File: config.mk
export PLATFORM = sky130hd
export DESIGN_NAME = ifetch
export DESIGN_NICKNAME = d
export VERILOG_FILES = /design/src/rtl/ifetch_pkg.sv /design/src/rtl/ifetch.sv
export SDC_FILE = /design/constraint.sdc
export NUM_CORES = 1
export LEC_CHECK = 0
export BUFFER_PORTS_ARGS = -buffer_cell sky130_fd_sc_hd__clkbuf_2
export CAP_MARGIN = 20
export CORE_MARGIN = 2
export CORE_UTILIZATION = 50
export DETAILED_ROUTE_END_ITERATION = 7
export HOLD_SLACK_MARGIN = 0.02
export PLACE_DENSITY = 0.82
export SYNTH_ARGS = -nofsm -noshare
export SYNTH_HDL_FRONTEND = slang
export SYNTH_SLANG_ARGS = --single-unit
File: constraint.sdc
create_clock -name clk -period 4.3 [get_ports clk]
set_clock_uncertainty 0.05 [all_clocks]
set_input_delay 0.215 -clock clk [delete_from_list [all_inputs] [get_ports clk]]
set_output_delay 0.215 -clock clk [all_outputs]
set_load 0.05 [all_outputs]
File: src/rtl/ifetch_pkg.sv
// Shared processor definitions: fetch address defaults and the fetch FSM state set.
package ifetch_pkg;

  // Byte address of the first instruction fetched after reset.
  localparam logic [31:0] RESET_PC  = 32'h0040_0000;
  // Base of the 2 KiB instruction ROM window (must be 2 KiB aligned).
  localparam logic [31:0] TEXT_BASE = 32'h0040_0000;

  // Fetch FSM: HALT and ERR are terminal until reset.
  typedef enum logic [1:0] {
    StRun  = 2'd0,
    StHalt = 2'd1,
    StErr  = 2'd2
  } fetch_state_e;

endpackage

File: src/rtl/ifetch.sv
// Instruction fetch stage: PC register, next-PC selection, window/alignment
// checking and a RUN/HALT/ERR FSM. Issues one registered instruction per
// cycle with one-cycle latency from the combinational ROM.
module ifetch #(
  parameter logic [31:0] RESET_PC  = ifetch_pkg::RESET_PC,
  parameter logic [31:0] TEXT_BASE = ifetch_pkg::TEXT_BASE
) (
  input  logic        clk,
  input  logic        rst_n,
  output logic [8:0]  rom_adrs,
  input  logic [31:0] rom_dout,
  input  logic        stall,
  input  logic        redirect,
  input  logic [31:0] redirect_pc,
  input  logic        halt,
  output logic [31:0] instr_out,
  output logic [31:0] pc_out,
  output logic        valid_out,
  output logic        fetch_err
);

  import ifetch_pkg::*;

  fetch_state_e state_q, state_d;
  logic [31:0]  pc_q, pc_d;
  logic [31:0]  instr_q, instr_d;
  logic [31:0]  pcout_q, pcout_d;
  logic         valid_q, valid_d;
  logic         err_q, err_d;

  logic [31:0]  pc_next;
  logic         take_redirect;
  logic         misaligned;
  logic         out_of_window;

  // The ROM is word addressed inside the 2 KiB window.
  assign rom_adrs = pc_q[10:2];

  // Candidate next PC; under stall the redirect is ignored and the PC holds.
  always_comb begin
    take_redirect = redirect & ~stall;
    if (stall) begin
      pc_next = pc_q;
    end else if (redirect) begin
      pc_next = redirect_pc;
    end else begin
      pc_next = pc_q + 32'd4;
    end
    misaligned    = take_redirect & (redirect_pc[1:0] != 2'b00);
    out_of_window = (pc_next[31:11] != TEXT_BASE[31:11]);
  end

  // Next-state and output register updates, priority halt > error > stall > redirect > sequential.
  always_comb begin
    state_d = state_q;
    pc_d    = pc_q;
    instr_d = instr_q;
    pcout_d = pcout_q;
    valid_d = valid_q;
    err_d   = err_q;

    unique case (state_q)
      StRun: begin
        if (halt) begin
          state_d = StHalt;
          valid_d = 1'b0;
        end else if (misaligned || out_of_window) begin
          state_d = StErr;
          err_d   = 1'b1;
          valid_d = 1'b0;
        end else if (!stall) begin
          // Word fetched this cycle issues even when redirecting (delay slot).
          instr_d = rom_dout;
          pcout_d = pc_q;
          valid_d = 1'b1;
          pc_d    = pc_next;
        end
      end
      StHalt: begin
        valid_d = 1'b0;
      end
      StErr: begin
        valid_d = 1'b0;
        err_d   = 1'b1;
      end
      default: begin
        state_d = StErr;
        err_d   = 1'b1;
        valid_d = 1'b0;
      end
    endcase
  end

  // State register with synchronous active-low reset.
  always_ff @(posedge clk) begin
    if (!rst_n) begin
      state_q <= StRun;
      pc_q    <= RESET_PC;
      instr_q <= 32'd0;
      pcout_q <= 32'd0;
      valid_q <= 1'b0;
      err_q   <= 1'b0;
    end else begin
      state_q <= state_d;
      pc_q    <= pc_d;
      instr_q <= instr_d;
      pcout_q <= pcout_d;
      valid_q <= valid_d;
      err_q   <= err_d;
    end
  end

  assign instr_out = instr_q;
  assign pc_out    = pcout_q;
  assign valid_out = valid_q;
  assign fetch_err = err_q;

endmodule

# == Word level (Yosys, flattened, before mapping) ==
# Index checks and enable logic that the tools add are counted.
# word_totals
register_bits,100
latchBits,0
ramBits,0
mem_bits_ro,0
inputBits,69
out_inout_bits,75
word_cells,38
mem_count,0
# classes
n_addsub,1
n_mul,0
div,0
magnitude_cmp,0
n_eq_ne,6
shifts,0
n_mux,8
bitwise_logic,9
n_reduce_logical,8
# op_table
op,n
$mux 32,2
$add 32x3->32 const B,1
$ne 21x12->1 const B,1
$not 1->1,7
$mux 2,2
$ne 2x2->1 const B,2
$pmux 2 s2,1
$reduce_and 4->1,1
$reduce_or 4->1,1
$ne 3x3->1 const B,1
$reduce_and 3->1,1
$and 1x1->1,2
$eq 2x1->1 const B,1
$eq 2x2->1 const B,1
$logic_not 2->1,1
$mux 1,2
$pmux 1 s2,1
$reduce_and 2->1,1
$reduce_bool 2->1,1
$reduce_or 2->1,1
$logic_or 1x1->1,1

# == Longest topological paths before layout ==
# Gate-level depths: netlist (run 1).
# logic_depth
ltp_word,8
mapped_depth,13
ltp_nobuf,10

# == Worst setup path after synthesis (run 1) ==
# No wires, ideal clock.
# synth_timing
path_kind,register -> register
from,register pc_q[2]
to,register pc_q[2]
setup_time_ns,0.070
arrival_time_ns,3.141
path_slack_ns,1.039
path_stages_with_launch,11
cell_sequence,dfxtp_1 -> ha_1 -> nand3_1 -> nor4_1 -> nand4_1 -> xnor2_1 -> o41ai_1 -> nand4_1 -> buf_2 -> or4_1 -> a21oi_1
# synth_between
elab_chain_len,7
# synth_rtl
item,line,text
from (decl),ifetch.sv:25,"logic [31:0] pc_q, pc_d;"
from (signal assigned),ifetch.sv:105,pc_q <= pc_d;
$add 32x3->32 (*),ifetch.sv:47,pc_next = pc_q + 32'd4;
$mux 32 (*),ifetch.sv:44,end else if (redirect) begin
$mux 32,ifetch.sv:42,if (stall) begin
$ne 21x12->1,ifetch.sv:50,out_of_window = (pc_next[31:11] != TEXT_BASE[31:11]);
$logic_or 1x1->1,ifetch.sv:67,end else if (misaligned || out_of_window) begin
$not 1->1 (no source line),--,
$reduce_and 4->1 (no source line),--,
# Mark *: on every way between the ends. The rest lies on a longest branch, timed or not.
# A chain may end at the register's enable or synchronous reset.

# == Final worst setup path (run 1) ==
# layout_timing
from,register pc_q[3]
to,register pc_q[6]
# The elaborated chain is that of the path after synthesis.

==> results_dict.tcl, run 1 <==
set metrics [dict create \
    track_usage_pct 27.5 \
    final_util_pct 60.7 \
    core_area_um2 9860 \
    crit_type "reg -> reg" \
    place.gp.congestion 0.936 \
    route.antenna.remaining_nets 0 \
    synth.distinct_cells 69 \
    crit_required_ps 4540 \
    die_h_um 105 \
    power-per-cell-area_nw_per_um2 327 \
    status "finished, final reports clean" \
    switching_share_pct 29.3 \
    wl_per_cell_um 17.9 \
    tns_ps 0 \
    synth_cells 627 \
    vias_per_cell 6.40 \
    async_flop_share_pct 0 \
    grt_pass1_wl_mm 25.2 \
    cts_tree "yes" \
    die_w_um 105 \
    final_nets 792 \
    post_cts_buffers 0 \
    cap_viol_max_count 0 \
    rsz0062_at_grt "no" \
    start_kind "flip-flop" \
    cts_buffers 9 \
    max_slew_margin_pct 52.9 \
    root_buffer "clkbuf_8" \
    drive_above_1_share_pct 27.2 \
    synth_seq_cells 100 \
    max_freq_mhz 256 \
    clk_pin_slew_worst_paths_ps 100 \
    pwr-share-comb_pct 17.0 \
    crit_start "pc_q[3]$_SDFFE_PN0P_" \
    finalMaxSlewViolations 0 \
    start_util_pct 51.9 \
    p_seq_share_pct 48.4 \
    crit_path_max_fanout 9 \
    antenna_found_initial 0 \
    min_period_ps 3910 \
    htree_levels 3 \
    finalSetupViolCount 0 \
    drt_iter0_markers 446 \
    synth_top_flop_cell "dfxtp_1" \
    syn_area_per_cell_um2 8.16 \
    grt_pass1_vias 5153 \
    r2r_start "pc_q[3]$_SDFFE_PN0P_" \
    io_pins 144 \
    intPower_mw 1.39 \
    synth_seq_area_share_pct 39.1 \
    timing.critical_path.arrival_ps 4140 \
    cts_resized 0 \
    cts.path.max_buffers 2 \
    layout_worst_path_cycle_share_pct 90.9 \
    grt_max_degree 67 \
    hpwlAfterDp_mm 10.6 \
    netlist_area_um2 5120 \
    num_antenna_cells 0 \
    leakagePower_nw 2.29 \
    hp-class "in -> reg" \
    synth_nets 699 \
    yosys_warnings 0 \
    io_buffer_count 143 \
    die_area_um2 11100 \
    cts_num_sinks 100 \
    drt_pre_antenna_iters 6 \
    min_from "rom_dout[10]" \
    area_growth_pct 16.9 \
    hold_buffers 0 \
    clk_latency_ps 360 \
    vias 5492 \
    wirelength_mm 15.3 \
    row_count 36 \
    power_switching_uw 573 \
    clkPwrFrac_pct 34.5 \
    grt_overflow 0 \
    drc 0 \
    tightest_slew_ps 706 \
    synth-edff-count 0 \
    endpoint_kind "flip-flop" \
    irDropWorstVdd_mv 0.179 \
    finalHoldViolations 0 \
]
per-layer routing:
layer / vias up / GRT usage, % / share of wire [%]
li1: 2568 / - / -
met1: 2584 / 36.1 / 41
met2: 302 / 45.0 / 48
met3: 38 / 4.55 / 8.3
met4: 0 / 11.2 / 2.5
met5: - / 0 / 0
final timing paths:
| check | cells after the start | endpoint | slack, ps |
|---|---|---|---|
| setup / recovery | 10 | pc_q[6]$_SDFFE_PN0P_ | 390 |
| setup reg to reg | 10 | pc_q[6]$_SDFFE_PN0P_ | 390 |
| hold / removal | 3 | instr_out[10]$_SDFFE_PN0P_ | 30 |
| hold reg to reg | 1 | flip-flop | 410 |
kinds of logic (layout without fill, tap and decap cells):
group | Yosys count | in the layout | synth area share (%)
mux | 1 | 1 | 0.196
fa+ha+maj | 3 | 3 | 0.734
flops | 100 | 100 | 39.1
xor+xnor | 7 | 7 | 1.20
simple gates | 219 | 219 | 26.2
buf+inv | 88 | 186 | 8.56
compound gates | 209 | 209 | 24.0
worst max-delay path: stages, from the launching register on:
cell     delay [ps]
dfxtp_1         510
ha_1            280
nand3_1         260
nor4_1          380
buf_4           190
xnor2_1         120
a31o_2          200
nor4b_1         530
nand4_1         520
or4_1           640
a21oi_1         150
layout by cell type, fill, tap and decap left out, drive strengths merged, types with 2 or more instances in the layout:
cell type / synthesis / routed
a211oi: 2 / 2
a21o: 2 / 2
a21oi: 85 / 85
a311o: 3 / 3
a311oi: 2 / 2
a31oi: 4 / 4
and2: 2 / 2
and3: 25 / 25
and4: 5 / 5
buf: 35 / 18
bufinv: 0 / 2
clkbuf: 43 / 154
clkinv: 0 / 2
dfxtp: 100 / 100
ha: 3 / 3
inv: 9 / 10
nand2: 14 / 14
nand3: 11 / 11
nand4: 80 / 80
nor2: 18 / 18
nor2b: 5 / 5
nor3: 14 / 14
nor3b: 2 / 2
nor4: 14 / 14
nor4b: 4 / 4
o21a: 2 / 2
o21ai: 78 / 78
o311a: 2 / 2
o311ai: 3 / 3
o31a: 3 / 3
o31ai: 3 / 3
o41ai: 9 / 9
or2: 3 / 3
or2b: 2 / 2
or3: 8 / 8
or4: 8 / 8
xnor2: 6 / 6
state kept, by name, summed over array words and instances, names as in the netlist, named ones only:
| name | count |
|---|---|
| valid_out | 1 |
| instr_out | 32 |
| fetch_err | 1 |
| pc_out | 32 |
| state_q | 2 |
| pc_q | 30 |
cells in the mapped netlist, types with 2 or more instances:
cell type,count,area (µm²)
nor2b_1,5,31.3
clkbuf_1,40,150
a311oi_1,2,17.5
nor3b_1,2,15.0
nor2_1,18,67.6
o31a_1,2,17.5
clkbuf_2,3,15.0
a211oi_1,2,15.0
nor4_1,14,87.6
o311a_1,2,20.0
buf_4,14,105
buf_2,13,65.1
o311ai_0,2,17.5
o41ai_1,9,78.8
dfxtp_1,100,2000
nand2_1,14,52.6
or3_1,6,37.5
inv_1,8,30.0
o21a_1,2,15.0
a311o_1,3,30.0
xnor2_1,6,52.6
a31oi_1,4,25.0
nor3_1,14,70.1
and4_1,4,35.0
and2_1,2,12.5
ha_1,3,37.5
buf_1,4,15.0
and3_1,24,150
o31ai_1,3,22.5
a21oi_1,85,425
or2_2,2,12.5
or2b_1,2,15.0
nor4b_1,4,35.0
or3_2,2,15.0
or4_1,6,45.0
a21o_1,2,15.0
nand4_1,78,488
o21ai_0,78,390
buf_6,4,45.0
nand3_1,10,50.1
power groups by stage:
stage / combinational, mW / sequential, mW / clock, mW
after floorplan: 0.208 / 0.989 / 0
after global placement: 0.319 / 0.968 / 0
after detailed placement: 0.328 / 0.970 / 0
after CTS: 0.329 / 0.948 / 0.676
after global routing: 0.365 / 0.950 / 0.727
final: 0.334 / 0.948 / 0.676
cell type report:
| cell class | instances | area, µm² |
|---|---|---|
| fillers | 879 | 3880 |
| multi-input cells | 439 | 2690 |
| flip-flops and latches | 100 | 2000 |
| repair buffers | 161 | 863 |
| well taps | 133 | 166 |
| clock buffers | 11 | 141 |
| clock inverters | 5 | 82.6 |
| inverters | 9 | 33.8 |
through the flow:
stage / instance area (µm²) / setup slack (ps) / hold slack, ps / power, mW / cells
final: 5980 / 391 / 28.1 / 1.96 / 858
after global routing: 5980 / 77.0 / 21.4 / 2.04 / 858
after CTS: 5980 / 430 / 27.9 / 1.95 / 858
after detailed placement: 5760 / 528 / 393 / 1.30 / 842
after global placement: 5740 / 533 / 391 / 1.29 / 841
after floorplan: 5120 / 1040 / 319 / 1.20 / 627
(Power assumes the default switching activity.)
==> inputs of run 2 (changes only) <==
--- a/config.mk
+++ b/config.mk
@@ -7,6 +7,7 @@
 export LEC_CHECK = 0
 export BUFFER_PORTS_ARGS = -buffer_cell sky130_fd_sc_hd__clkbuf_2
 export CAP_MARGIN = 20
+export CORE_ASPECT_RATIO = 0.9
 export CORE_MARGIN = 2
 export CORE_UTILIZATION = 50
 export DETAILED_ROUTE_END_ITERATION = 7
==> run 2 against run 1 <==
Compared with the run above:
- global-route usage up 0.31 points
- die area about the same
- critical path depth fell by 1
- wire length rose by 3.7%
- register-to-register slack improved by 40 ps
- via count is 1.4% lower
- non-clock buffer count fell by 2
- sequential share of layout area fell by 0.24 points
- final cell count is 0.70% lower
- largest cell class unchanged
- largest power group unchanged
==> results_dict.tcl, run 2 (synthesis results as in run 1) <==
set metrics [dict create \
    reg2reg_slack_ps 430 \
    antenna_found_initial 0 \
    clk_latency_ps 340 \
    crit_path_max_fanout 66 \
    tightest_slew_ps 718 \
    crit_type "reg -> reg" \
    finalHoldViolations 0 \
    hold_buffers 0 \
    drt_iter0_markers 516 \
    mostFrequentLayoutCell "clkbuf_2" \
    wirelength_mm 15.9 \
    tns_ps 0 \
    rsz0062_at_grt "no" \
    cts_resized 0 \
    min_from "rom_dout[13]" \
    status "finished, final reports clean" \
    fin_ws_ps 428 \
    num_antenna_cells 0 \
    timing.critical_path.arrival_ps 4090 \
    cts_buffers 9 \
    vias_per_cell 6.36 \
    wl_per_cell_um 18.7 \
    drive_above_1_share_pct 27.0 \
    finalSetupViolCount 0 \
    grt_max_degree 69 \
    post_cts_buffers 0 \
    grt_pass1_vias 5022 \
    r2r_start "pc_q[6]$_SDFFE_PN0P_" \
    crit_required_ps 4520 \
    cap_viol_max_count 0 \
    die_w_um 111 \
    endpoint_kind "flip-flop" \
    cts_tree "yes" \
    irDropWorstVdd_mv 0.221 \
    final_cell_mix "clkbuf_2, dfxtp_1, a21oi_1" \
    die_area_um2 11100 \
    final_nets 790 \
    leakagePower_nw 2.30 \
    area_growth_pct 17.8 \
    row_count 35 \
    cts.path.max_buffers 2 \
    min_period_ps 3870 \
    route.antenna.remaining_nets 0 \
    drt_pre_antenna_iters 5 \
    cts_num_sinks 100 \
    max_slew_margin_pct 52.1 \
    root_buffer "clkbuf_16" \
    dp_slack_ps 481 \
    drc 0 \
    hpwlAfterDp_mm 10.8 \
    hold_path_depth 3 \
    grt_pass1_wl_mm 25.5 \
    r2r_cells 9 \
    core_area_um2 10100 \
    layout_worst_path_cycle_share_pct 90.0 \
    track_usage_pct 27.9 \
    io_buffer_count 143 \
    power-per-cell-area_nw_per_um2 344 \
    place.gp.congestion 0.958 \
    max_freq_mhz 258 \
    r2r-end "pc_out[26]$_SDFFE_PN0P_" \
    start_kind "flip-flop" \
    die_h_um 100 \
    hp-class "in -> reg" \
    clk_pin_slew_worst_paths_ps 70 \
    htree_levels 3 \
    io_pins 144 \
    vias 5415 \
    grt_overflow 0 \
    start_util_pct 50.6 \
    hold_end "instr_out[13]$_SDFFE_PN0P_" \
    finalMaxSlewViolations 0 \
]
-- run 2: cell count changes in the layout (fill, tap and decap cells not counted), sizes merged --
cell,change
buf,-2
clkinv,-1
bufinv,-2
clkinvlp,+2
inv,+1
-- run 2: layout make-up --
| type | count | area (µm²) |
|---|---|---|
| clock buffers | 11 | 243 |
| clock inverters | 5 | 43.8 |
| fillers | 930 | 4090 |
| inverters | 9 | 33.8 |
| multi-input cells | 439 | 2690 |
| flip-flops and latches | 100 | 2000 |
| well taps | 129 | 161 |
| repair buffers | 159 | 848 |
-- run 2: through the flow --
step / cells / instance area, µm² / hold slack (ps) / util (%) / total power, mW
floorplan: 627 / 5120 / 319 / - / 1.20
CTS: 852 / 6030 / 44.6 / 59.6 / 2.08
global placement: 835 / 5720 / 385 / 56.5 / 1.28
global route: 852 / 6030 / 59.6 / 59.6 / 2.14
detailed placement: 836 / 5740 / 391 / 56.7 / 1.30
finish: 852 / 6030 / 53.4 / 59.6 / 2.07
-- run 2: worst max-delay path, cell delays in order (launching register included) --
cell and delay, ps:
dfxtp_1 540, nand3_2 220, or4_4 680, o31a_2 350, o311ai_0 510, nand4b_1 280
nor2_4 170, buf_4 600, nand4_1 190, a21oi_1 180
-- run 2: worst max path at each step --
stage	from	end	slack, ps	cells after the start
6_report	pc_q[6]$_SDFFE_PN0P_	pc_out[26]$_SDFFE_PN0P_	430	9
4_1_cts	pc_q[6]$_SDFFE_PN0P_	pc_out[26]$_SDFFE_PN0P_	490	9
2_1_floorplan	pc_q[2]$_SDFFE_PN0P_	pc_q[2]$_SDFFE_PN0P_	1040	10
3_3_place_gp	pc_q[6]$_SDFFE_PN0P_	pc_q[2]$_SDFFE_PN0P_	570	9
3_5_place_dp	pc_q[6]$_SDFFE_PN0P_	instr_out[10]$_SDFFE_PN0P_	480	9
5_1_grt	pc_q[6]$_SDFFE_PN0P_	pc_q[2]$_SDFFE_PN0P_	150	9
-- run 2: routing by layer --
metal | up-vias | share of wire (%) | GRT usage (%)
li1 | 2576 | - | -
met1 | 2575 | 45 | 37.9
met2 | 238 | 47 | 45.3
met3 | 26 | 6.7 | 5.19
met4 | 0 | 1.6 | 8.94
met5 | - | 0 | 0
-- run 2: report_power, final --
part	leakage [nW]	internal (mW)	switching, mW
logic	1.36	0.0959	0.235
clock network	0.134	0.416	0.376
registers	0.806	0.939	0.00906
total	2.30	1.45	0.621
